[config.mk]
export PLATFORM = sky130hd
export DESIGN_NAME = rx_byte_fifo_flat
export DESIGN_NICKNAME = d
export VERILOG_FILES = /design/src/rtl/rx_byte_fifo_if.sv /design/src/rtl/rx_byte_fifo.sv /design/src/flat_wrapper.sv
export SDC_FILE = /design/constraint.sdc
export NUM_CORES = 1
export LEC_CHECK = 0
export BUFFER_PORTS_ARGS = -buffer_cell sky130_fd_sc_hd__buf_4
export CORE_ASPECT_RATIO = 0.5
export CORE_MARGIN = 5
export CORE_UTILIZATION = 40
export CTS_CLUSTER_DIAMETER = 80
export DETAILED_ROUTE_END_ITERATION = 7
export GPL_TIMING_DRIVEN = 0
export PLACE_DENSITY_LB_ADDON = 0.12
export SYNTH_ARGS = -nofsm -noshare
export SYNTH_HDL_FRONTEND = slang
export SYNTH_SLANG_ARGS = --single-unit
[constraint.sdc]
create_clock -name clk -period 2 [get_ports clk]
set_input_delay 0.2 -clock clk [delete_from_list [all_inputs] [get_ports clk]]
set_output_delay 0.2 -clock clk [all_outputs]
set_load 0.005 [all_outputs]
[src/rtl/rx_byte_fifo_if.sv]
// rtl/rx_byte_fifo_if.sv - byte strobe input and FWFT valid/ready output of the rx byte FIFO
`timescale 1ns/1ps

interface rx_byte_fifo_if;
   logic [7:0] in_data;
   logic       in_valid;
   logic [7:0] out_data;
   logic       out_valid;
   logic       out_ready;

   // master: bus receiver + parser side
   modport master (
      output in_data,
      output in_valid,
      output out_ready,
      input  out_data,
      input  out_valid
   );

   // slave: the FIFO itself
   modport slave (
      input  in_data,
      input  in_valid,
      input  out_ready,
      output out_data,
      output out_valid
   );
endinterface

[src/rtl/rx_byte_fifo.sv]
// rtl/rx_byte_fifo.sv - elastic FWFT byte buffer between bus receiver and command parser
// Drops bytes when full (counted, sticky overflow); flush discards contents and statistics.
`timescale 1ns/1ps

module rx_byte_fifo #(
   parameter int ADDR_W     = 4,
   parameter int DROP_CNT_W = 16
) (
   input  logic                  clk,
   input  logic                  reset,
   input  logic                  flush,
   rx_byte_fifo_if.slave         bus,
   output logic [ADDR_W:0]       level,
   output logic                  full,
   output logic                  overflow,
   output logic [DROP_CNT_W-1:0] drop_count
);

   localparam int              DEPTH      = 1 << ADDR_W;
   localparam logic [ADDR_W:0] FULL_LEVEL = {1'b1, {ADDR_W{1'b0}}};

   logic [7:0]            mem_q [DEPTH];
   logic                  mem_we;

   logic [ADDR_W-1:0]     wr_ptr_q,     wr_ptr_d;
   logic [ADDR_W-1:0]     rd_ptr_q,     rd_ptr_d;
   logic [ADDR_W:0]       level_q,      level_d;
   logic                  full_q,       full_d;
   logic                  out_valid_q,  out_valid_d;
   logic [7:0]            out_data_q,   out_data_d;
   logic                  overflow_q,   overflow_d;
   logic [DROP_CNT_W-1:0] drop_count_q, drop_count_d;

   logic rd;
   logic wr_ok;
   logic drop;

   always_comb begin
      rd    = out_valid_q & bus.out_ready;
      // a full FIFO still takes a byte when the head leaves in the same cycle
      wr_ok = bus.in_valid & (~full_q | rd);
      drop  = bus.in_valid & ~wr_ok;
   end

   always_comb begin
      wr_ptr_d     = wr_ptr_q;
      rd_ptr_d     = rd_ptr_q;
      level_d      = level_q;
      out_data_d   = out_data_q;
      overflow_d   = overflow_q;
      drop_count_d = drop_count_q;
      mem_we       = 1'b0;

      if (flush) begin
         wr_ptr_d     = '0;
         rd_ptr_d     = '0;
         level_d      = '0;
         overflow_d   = 1'b0;
         drop_count_d = '0;
      end else begin
         mem_we = wr_ok;

         if (wr_ok) begin
            wr_ptr_d = wr_ptr_q + ADDR_W'(1);
         end
         if (rd) begin
            rd_ptr_d = rd_ptr_q + ADDR_W'(1);
         end

         case ({wr_ok, rd})
            2'b10:   level_d = level_q + (ADDR_W+1)'(1);
            2'b01:   level_d = level_q - (ADDR_W+1)'(1);
            default: level_d = level_q;
         endcase

         if (drop) begin
            overflow_d = 1'b1;
            if (drop_count_q != '1) begin
               drop_count_d = drop_count_q + DROP_CNT_W'(1);
            end
         end

         // the byte behind the head may be the one being written this very cycle
         if (rd) begin
            if (wr_ok && level_q == (ADDR_W+1)'(1)) begin
               out_data_d = bus.in_data;
            end else begin
               out_data_d = mem_q[rd_ptr_d];
            end
         end else if (wr_ok && level_q == '0) begin
            out_data_d = bus.in_data;
         end
      end

      full_d      = (level_d == FULL_LEVEL);
      out_valid_d = (level_d != '0);
   end

   always_ff @(posedge clk) begin
      if (reset) begin
         wr_ptr_q     <= '0;
         rd_ptr_q     <= '0;
         level_q      <= '0;
         full_q       <= 1'b0;
         out_valid_q  <= 1'b0;
         out_data_q   <= '0;
         overflow_q   <= 1'b0;
         drop_count_q <= '0;
      end else begin
         wr_ptr_q     <= wr_ptr_d;
         rd_ptr_q     <= rd_ptr_d;
         level_q      <= level_d;
         full_q       <= full_d;
         out_valid_q  <= out_valid_d;
         out_data_q   <= out_data_d;
         overflow_q   <= overflow_d;
         drop_count_q <= drop_count_d;
      end
   end

   always_ff @(posedge clk) begin
      if (mem_we && !reset) begin
         mem_q[wr_ptr_q] <= bus.in_data;
      end
   end

   assign bus.out_data  = out_data_q;
   assign bus.out_valid = out_valid_q;
   assign level         = level_q;
   assign full          = full_q;
   assign overflow      = overflow_q;
   assign drop_count    = drop_count_q;

endmodule

[src/flat_wrapper.sv]
// flat-port wrapper written by rule: the top's interface ports become plain ports
module rx_byte_fifo_flat 
#(
   parameter int ADDR_W     = 4,
   parameter int DROP_CNT_W = 16
)
  (clk, reset, flush, level, full, overflow, drop_count, bus_in_data, bus_in_valid, bus_out_ready, bus_out_data, bus_out_valid);
  rx_byte_fifo_if bus_i ();
  input  logic clk;
  input  logic reset;
  input  logic flush;
  output logic [ADDR_W:0] level;
  output logic full;
  output logic overflow;
  output logic [DROP_CNT_W-1:0] drop_count;
  input wire logic [$bits(bus_i.in_data)-1:0] bus_in_data;
  input wire logic [$bits(bus_i.in_valid)-1:0] bus_in_valid;
  input wire logic [$bits(bus_i.out_ready)-1:0] bus_out_ready;
  output wire logic [$bits(bus_i.out_data)-1:0] bus_out_data;
  output wire logic [$bits(bus_i.out_valid)-1:0] bus_out_valid;
  assign bus_i.in_data = bus_in_data;
  assign bus_i.in_valid = bus_in_valid;
  assign bus_i.out_ready = bus_out_ready;
  assign bus_out_data = bus_i.out_data;
  assign bus_out_valid = bus_i.out_valid;
  rx_byte_fifo #(.ADDR_W(ADDR_W), .DROP_CNT_W(DROP_CNT_W)) u_core (.clk(clk), .reset(reset), .flush(flush), .bus(bus_i), .level(level), .full(full), .overflow(overflow), .drop_count(drop_count));
endmodule
==> impl_metrics.json, run 1 <==
{
  "dp_slack_ps": -589.1,
  "p_leak_nw": 3.317,
  "post-route-min-period_ps": 2159,
  "rsz0062_at_grt": "true",
  "viasPerCell": 5.531,
  "critical_path_class": "flop to flop",
  "syn_nets": 578,
  "worstHoldPathCells": 3,
  "start_util": 0.4129,
  "via_count": 5205,
  "drv_slew": 0,
  "vdd_drop_max_v": 0.0005275,
  "synth-seq-cells": 168,
  "total_power_mw": 7.971,
  "rr_startpoint": "u_core.bus.out_valid",
  "core_um2": 18660,
  "clkSlewWorstSetupHoldPaths_ps": 60,
  "synth_most_common_cell": "edfxtp_1",
  "cts_tree": "yes",
  "grtUsageTotal": 0.1869,
  "required_ps": 2320,
  "setup_slack_ps": -158.9,
  "synth_edf_count": 128,
  "die_x_um": 206.3,
  "place.gp.congestion": 0.8221,
  "p_per_area_nw_per_um2": 787.8,
  "syn-cell-area_um2": 7704,
  "drive_above_1_share": 0.3871,
  "ys_types": 60,
  "grt_pass1_vias": 5055,
  "drc": 0,
  "ys_seq_area_frac": 0.6029,
  "grt_max_degree": 18,
  "r2r_cells": 8,
  "antenna_found_initial": 0,
  "cts_hold_buf": 0,
  "design_area_um2": 10120,
  "setup_viol": 10,
  "clk_path_buf_depth": 2,
  "status": "finished with violations",
  "synthTopCellsByArea": "edfxtp_1 50%, dfxtp_1 10%, mux4_2 7.6%",
  "arrival_ps": 2480,
  "row_count": 35,
  "syn2layout_area_growth_pct": 31.33,
  "first_iter_violations": 348,
  "cap_violations": 0,
  "yosysWarningCount": 0,
  "firstDrtPassIters": 5,
  "cp_max_fo": 6,
  "synth_top_area_share": 0.4989,
  "port_buffers": 43,
  "postSynth.asyncResetShare": 0,
  "synth_cells": 554,
  "clock.fmax_mhz": 463.2,
  "nets": 693,
  "min_from": "bus_in_valid",
  "endpoint_kind": "flop",
  "wl_per_cell_um": 21.47,
  "htreeDepth": 4,
  "antenna_cells": 0,
  "hpwl_mm": 13.08,
  "grt_pass1_wl_mm": 30.66,
  "ios": 45,
  "hold_path_end": "u_core.overflow",
  "grt_overflow": 0,
  "totalWireLength_mm": 20.20,
  "relSlewSlack": 0.4868,
  "start_kind": "flop",
  "synth_commonest_cells": "128 x edfxtp_1, 51 x nor2_1, 44 x mux2i_1",
  "die_y_um": 108.1,
  "place_area_um2": 8383,
  "ant_nets": 0,
  "ys.flop_type": "edfxtp_1",
  "synth_area_per_cell_um2": 13.91,
  "cts-root-buf": "clkbuf_16",
  "dieArea_um2": 22300,
  "period_share": 1.079,
  "max_slew.worst_pin.slew_ps": 769.8,
  "cts_sinks": 168,
  "cts_buffers": 17,
  "violations": "setup timing",
  "hold_class": "input pin to flop",
  "fin_skew_ps": 7.183,
  "reg2reg_slack_ps": -160,
  "worst_r2r_endpoint": "u_core.bus.out_data[1]",
  "finalHoldViolCount": 0,
  "worstSkewPairLatency_ps": 420,
  "synth_area_leader_cell": "edfxtp_1"
}
repair_timing:
item / 4_1_cts / 5_1_grt
setup buffers: 39 / 18
pin swaps: 35 / 18
gates resized for setup: 94 / 44
setup endpoints to repair: 143 / 129
state kept, by name, indices dropped and copies added, names as in the netlist:
signal                cells
u_core.mem_q            128
u_core.drop_count        16
u_core.bus.out_data       8
u_core.level              5
u_core.rd_ptr_q           4
u_core.wr_ptr_q           4
u_core.bus.out_valid      1
u_core.full               1
u_core.overflow           1
stage by stage:
| stage | utilization | TNS, ps | hold WS [ps] | cells |
|---|---|---|---|---|
| after detailed placement | 0.4494 | -67110 | 471.2 | 856 |
| after global routing | 0.5423 | -2347 | 100.5 | 941 |
| after floorplan | - | -44.86 | 298.9 | 554 |
| final | 0.5423 | -1064 | 92.09 | 941 |
| after CTS | 0.5247 | -3859 | 68.05 | 924 |
| after global placement | 0.4483 | -82820 | 469.4 | 856 |
cell type report:
cell class / count / area (um2)
buffer: 20 / 181.4
clock buffer: 17 / 425.4
clock inverter: 15 / 196.4
fill: 1540 / 8538
inverter: 14 / 58.81
multi-input combinational: 348 / 3351
sequential: 168 / 4651
tap: 259 / 324.1
timing repair buffer: 100 / 929.6
kinds of logic (layout without fill, tap and decap cells):
kind of cell / after synthesis / in the layout / synth area share
simple gates: 159 / 159 / 0.1009
mux: 80 / 80 / 0.1575
buf+inv: 38 / 166 / 0.02582
flops: 168 / 168 / 0.6029
xor+xnor: 19 / 19 / 0.02160
fa+ha+maj: 11 / 11 / 0.01787
compound gates: 79 / 79 / 0.07342
critical path, cell delays in order (launching register included):
cell	delay (ps)
dfxtp_4	370
buf_6	130
and3b_2	230
nor2_8	170
buf_6	150
mux4_2	520
o22ai_2	190
a211oi_2	70
a22o_1	220
metal layers:
layer	track usage	wire (um)	share of wire
met5	0	0	0
met4	0.04269	140	0.0069
met3	0.04135	1342	0.066
met2	0.2783	9037	0.45
met1	0.2807	9678	0.48
placed cells by master, fill, tap and decap left out, types with 9 or more instances in the layout:
cell type / instances
xnor2_1: 10
nand3_1: 10
edfxtp_1: 128
dfxtp_1: 37
buf_12: 14
buf_6: 15
nor2_1: 33
a21oi_1: 13
buf_4: 85
clkbuf_16: 17
inv_1: 12
mux2i_1: 44
nand2_1: 37
mux4_2: 31
nor2_4: 16
ha_1: 9
where the power goes:
group          switching [mW]  total, mW  internal (mW)
registers              0.0279       3.81           3.78
clock network            1.41       3.50           2.10
logic                   0.342      0.662          0.320
worst max path at each step:
stage                               startpoint  slack (ps)                endpoint
after floorplan             u_core.rd_ptr_q[0]         -40  u_core.bus.out_data[1]
after global placement                   flush       -1030      u_core.mem_q[3][3]
after detailed placement                 flush        -590     u_core.mem_q[15][5]
after CTS                 u_core.bus.out_valid        -200  u_core.bus.out_data[2]
after global routing      u_core.bus.out_valid        -280             u_core.full
final                     u_core.bus.out_valid        -160  u_core.bus.out_data[1]
Note: power is estimated with default switching activity, not from simulation.
==> run 2: changes to the inputs <==
--- a/config.mk
+++ b/config.mk
@@ -18 +18,2 @@
 export SYNTH_SLANG_ARGS = --single-unit
+export TNS_END_PERCENT = 30
--- a/constraint.sdc
+++ b/constraint.sdc
@@ -3,2 +3,2 @@
 set_output_delay 0.2 -clock clk [all_outputs]
-set_load 0.005 [all_outputs]
+set_load 0.01 [all_outputs]
==> run 2 against run 1 <==
Against the previous run: sequential share of layout area is 1.9 points higher; combinational power fell by 8.9%; the run still ends with setup timing left; hold slack got worse by 15 ps; sequential power about the same; largest cell class unchanged; critical path depth did not move.
==> impl_metrics.json, run 2 (synthesized netlist as in run 1, its figures left out) <==
{
  "nets": 672,
  "cts-root-buf": "clkbuf_16",
  "dieArea_um2": 22300,
  "arrival_ps": 2500,
  "fin_skew_ps": 10.11,
  "antenna_found_initial": 0,
  "required_ps": 2320,
  "largest_reg_flops": 128,
  "hpwl_mm": 13.07,
  "ios": 45,
  "setup-tns-final_ps": -1038,
  "cts_sinks": 168,
  "grt_pass1_vias": 4908,
  "crit_buf_inv": 2,
  "grt_max_degree": 18,
  "drive_above_1_share": 0.3570,
  "viasPerCell": 5.387,
  "grt_pass1_wl_mm": 30.16,
  "antenna_cells": 0,
  "firstDrtPassIters": 5,
  "cp_max_fo": 6,
  "regMostFlops": "u_core.mem_q",
  "clkSlewWorstSetupHoldPaths_ps": 80,
  "core_um2": 18660,
  "layout_commonest_cell": "edfxtp_1",
  "cts_tree": "yes",
  "syn2layout_area_growth_pct": 26.23,
  "first_iter_violations": 440,
  "grtUsageTotal": 0.1831,
  "crit_chain": "buf_6 > and3b_2 > nor2_8 > buf_12 > mux4_2 > o22ai_2 > a211oi_2 > a22o_1",
  "ant_nets": 0,
  "layout_common_cells": "128 x edfxtp_1, 76 x buf_4, 44 x mux2i_1",
  "p_leak_nw": 3.161,
  "dp_cells": 856,
  "via_count": 4956,
  "totalWireLength_mm": 19.71,
  "clock.fmax_mhz": 459.9,
  "cpMaxStageDelayCell": "mux4_2",
  "r2r_cells": 8,
  "setup_slack_ps": -174.4,
  "status": "finished with violations",
  "finalHoldViolCount": 0,
  "cts_hold_buf": 0,
  "reg2reg_slack_ps": -170,
  "grt_overflow": 0,
  "cpLargestDelayFamily": "multiplexers",
  "drc": 0,
  "clk_path_buf_depth": 2,
  "place.gp.congestion": 0.8267,
  "cts_buffers": 17,
  "hold_class": "input pin to flop",
  "worstHoldPathCells": 3,
  "worst_r2r_endpoint": "u_core.bus.out_data[1]",
  "critical_path_class": "flop to flop",
  "start_util": 0.4129,
  "drv_slew": 0,
  "wl_per_cell_um": 21.43,
  "post-route-min-period_ps": 2174,
  "endpoint_kind": "flop",
  "setup_viol": 10,
  "die_y_um": 108.1,
  "cap_violations": 0,
  "p_per_area_nw_per_um2": 817.1,
  "htreeDepth": 4,
  "worstSkewPairLatency_ps": 430,
  "vdd_drop_max_v": 0.0004607,
  "finalNonFillerCells": 920,
  "rr_startpoint": "u_core.bus.out_valid",
  "port_buffers": 43,
  "hold_path_end": "u_core.overflow",
  "die_x_um": 206.3,
  "violations": "setup timing",
  "min_from": "bus_in_valid",
  "start_kind": "flop",
  "period_share": 1.087,
  "max_slew.worst_pin.slew_ps": 725.1,
  "slowest_delay_ps": 520,
  "row_count": 35,
  "rsz0062_at_grt": "true",
  "relSlewSlack": 0.5166
}
run 2: cell count changes in the layout (fill, tap and decap cells not counted), sizes merged:
cell and change:
buf -23, inv +5, clkinv -4, clkbuf +2, bufinv -1
run 2: per-layer routing:
metal | vias up | wire, um | global-route usage
met1 | 2501 | 9220 | 0.2713
met4 | 0 | 55 | 0.04317
li1 | 2315 | - | -
met5 | - | 0 | 0
met2 | 138 | 8775 | 0.2677
met3 | 2 | 1661 | 0.05124
run 2: worst register-to-register path, cell delays in order, from the launching register on:
cell and delay (ps):
dfxtp_4 380, buf_6 130, and3b_2 230, nor2_8 170
buf_12 160, mux4_2 530, o22ai_2 200, a211oi_2 70
a22o_1 220
run 2: layout make-up:
class | instances | area, um2
well taps | 259 | 324.1
fillers | 1591 | 8931
clock inverters | 15 | 203.9
clock buffers | 17 | 425.4
inverters | 14 | 55.05
repair buffers | 79 | 649.4
flip-flops and latches | 168 | 4653
multi-input cells | 348 | 3234
plain buffers | 20 | 178.9
run 2: power by group:
| group | switching (mW) | internal (mW) |
|---|---|---|
| clock | 1.51 | 2.02 |
| combinational | 0.322 | 0.282 |
| sequential | 0.0320 | 3.78 |
run 2: worst max path at each step:
stage,cells past startpoint,start,slack (ps),end
after floorplan,8,u_core.rd_ptr_q[0],-70,u_core.bus.out_data[1]
after global placement,5,flush,-960,u_core.mem_q[2][0]
after detailed placement,5,flush,-580,u_core.mem_q[15][4]
after CTS,8,u_core.bus.out_valid,-210,u_core.bus.out_data[2]
after global routing,8,u_core.bus.out_valid,-230,u_core.bus.out_data[7]
final,8,u_core.bus.out_valid,-170,u_core.bus.out_data[1]
run 2: per-stage QoR:
step	hold WS, ps	instance area (um2)	total power, mW	setup slack [ps]	util
6_report	76.80	9724	7.946	-174.4	0.5213
5_1_grt	95.77	9724	8.194	-230.7	0.5213
4_1_cts	66.34	9493	7.964	-205.5	0.5089
3_5_place_dp	476.9	8381	4.350	-582.6	0.4492
3_3_place_gp	480.7	8361	4.348	-964.9	0.4482
2_1_floorplan	298.9	7714	4.148	-71.87	-
run 2: repair_timing:
item                                    in CTS  in global routing
buffers inserted                            23                 13
hold endpoints to repair                     0                  0
gates cloned                                 0                  0
endpoints found under the setup margin     143                145
gates resized for setup                     75                 31
pin swaps                                   10                 16
==> run 3: changes to the inputs <==
Settings changed: GPL_TIMING_DRIVEN 0 to not set.
==> run 3 against run 2 <==
Against the previous run: the run still ends with setup timing left; sequential power about the same; power fell by 4.4%; worst setup slack improved by 170 ps.
==> impl_metrics.json, run 3 (synthesized netlist as in run 1, its figures left out) <==
{
  "totalWireLength_mm": 19.33,
  "status": "finished with violations",
  "place.gp.congestion": 0.8335,
  "arrival_ps": 2300,
  "dr_wl_met2_mm": 9.056,
  "cp_max_fo": 5,
  "finalHoldViolCount": 0,
  "drv_slew": 0,
  "relSlewSlack": 0.6523,
  "ios": 45,
  "start_kind": "flop",
  "worst_r2r_endpoint": "u_core.bus.out_data[6]",
  "rr_startpoint": "u_core.rd_ptr_q[0]",
  "crit_buf_inv": 2,
  "core_um2": 18660,
  "hpwl_mm": 13.53,
  "dieArea_um2": 22300,
  "drc": 0,
  "violations": "setup timing",
  "endpoint_kind": "flop",
  "p_sw_frac": 0.2375,
  "p_leak_nw": 3.245,
  "nets": 699,
  "multi_input_area_um2": 2982,
  "cp.depth": 8,
  "cts_buffers": 17,
  "power_switching_mw": 1.804,
  "clock.fmax_mhz": 499.6,
  "crit_chain": "and3b_2 > nor2_8 > buf_12 > buf_4 > mux4_2 > a21oi_2 > a21o_1 > a211oi_2",
  "pwr-share-seq": 0.501,
  "crit_end": "u_core.bus.out_data[6]",
  "crit_path_start": "u_core.rd_ptr_q[0]",
  "routed.top_layer": "met4",
  "syn2layout_area_growth_pct": 24.75,
  "slowest_delay_ps": 510,
  "worstSkewPairLatency_ps": 430,
  "layout_commonest_cell": "edfxtp_1",
  "regMostFlops": "u_core.mem_q",
  "clkPwrFrac": 0.427,
  "grt_max_degree": 30,
  "via_count": 5005,
  "drive_above_1_share": 0.3445,
  "reg2reg_slack_ps": -1,
  "die_y_um": 108.1,
  "grt_overflow": 0,
  "design_area_um2": 9610,
  "antenna_cells": 0,
  "grt_pass1_wl_mm": 29.46,
  "setup_viol": 1,
  "die_x_um": 206.3,
  "internal-power_mw": 5.791,
  "setup-tns-final_ps": -1.457,
  "vdd_drop_max_v": 0.0004680,
  "fin_skew_ps": 11.97,
  "viasPerCell": 5.285,
  "antenna_found_initial": 0,
  "setup_slack_ps": -1.457,
  "htreeDepth": 4,
  "total_power_mw": 7.595,
  "dr_wl_met3_mm": 1.148,
  "hold_class": "input pin to flop",
  "wl_per_cell_um": 20.41,
  "layout_common_cells": "128 x edfxtp_1, 118 x buf_4, 46 x nor2_1",
  "combPwrFrac": 0.072,
  "cpMaxStageDelayCell": "mux4_2",
  "cts_sinks": 168,
  "firstDrtPassIters": 4,
  "max_slew.worst_pin.slew_ps": 508.4,
  "period_share": 1.001,
  "clk_path_buf_depth": 2,
  "layout.area.seq_um2": 4652,
  "p_per_area_nw_per_um2": 790.3,
  "r2r_cells": 8,
  "port_buffers": 44,
  "cts_hold_buf": 0,
  "start_util": 0.4129,
  "required_ps": 2300,
  "cts_tree": "yes",
  "n_fill_cell": 1610,
  "first_iter_violations": 251,
  "critical_path_class": "flop to flop",
  "post-route-min-period_ps": 2001,
  "place_area_um2": 8860,
  "clkSlewWorstSetupHoldPaths_ps": 70,
  "grt_pass1_vias": 4966,
  "ant_nets": 0,
  "grtUsageTotal": 0.1789,
  "cpLargestDelayFamily": "multiplexers",
  "wl_met1_mm": 8.934,
  "rsz0062_at_grt": "true",
  "largest_reg_flops": 128,
  "cap_violations": 0,
  "row_count": 35,
  "cts-root-buf": "clkbuf_16"
}
run 3: changes by cell type in the layout (fill, tap and decap cells not counted), sizes merged:
cell | before | now
clkbuf | 23 | 19
buf | 93 | 126
bufinv | 3 | 1
clkinv | 2 | 5
inv | 22 | 19
run 3: layout make-up:
| class | instances | area share |
|---|---|---|
| well taps | 259 | 0.03372 |
| clock buffers | 19 | 0.04505 |
| inverters | 14 | 0.005468 |
| flip-flops and latches | 168 | 0.4841 |
| multi-input cells | 348 | 0.3102 |
| repair buffers | 126 | 0.1070 |
| clock inverters | 13 | 0.01445 |
run 3: worst reg2reg max path, delay by kind of cell (launching register included):
kind / cells / cell delay, ps
AO/OA/AOI/OAI: 3 / 340
flip-flops: 1 / 380
multiplexers: 1 / 520
buffers and inverters: 2 / 270
AND/OR/NAND/NOR: 2 / 370
run 3: how the worst min path moves through the flow:
stage | startpoint | to | slack [ps] | depth (start not counted)
floorplan | bus_in_data[0] | u_core.mem_q[0][0] | 300 | 0
global placement | u_core.overflow | u_core.overflow | 490 | 2
detailed placement | u_core.overflow | u_core.overflow | 500 | 2
CTS | bus_in_valid | u_core.overflow | 70 | 3
global route | bus_in_data[6] | u_core.mem_q[7][6] | 90 | 1
finish | bus_in_valid | u_core.overflow | 80 | 3
run 3: power by group through the flow:
stage	sequential (mW)	clock [mW]	combinational, mW
after floorplan	3.89	0	0.260
after global placement	3.88	0	0.496
after detailed placement	3.88	0	0.499
after CTS	3.81	3.31	0.527
after global routing	3.81	3.48	0.591
final	3.81	3.24	0.546
run 3: stage by stage:
stage	hold slack, ps	utilization	std cells	setup WS [ps]
3_5_place_dp	496.2	0.4749	913	-114.9
3_3_place_gp	485.7	0.4749	913	-85.07
2_1_floorplan	298.9	-	554	-71.87
5_1_grt	87.28	0.5152	947	-76.30
4_1_cts	72.07	0.5091	947	-55.05
6_report	81.72	0.5152	947	-1.457
run 3: timing repair:
action | CTS | global route
pin swaps | 2 | 7
setup buffers | 2 | 0
resized for setup | 15 | 27
setup endpoints to repair | 10 | 30
run 3: per-layer routing:
metal,global-route usage,up-vias
li1,-,2370
met1,0.2456,2500
met2,0.2942,119
met3,0.03536,16
met4,0.04744,0
met5,0,-
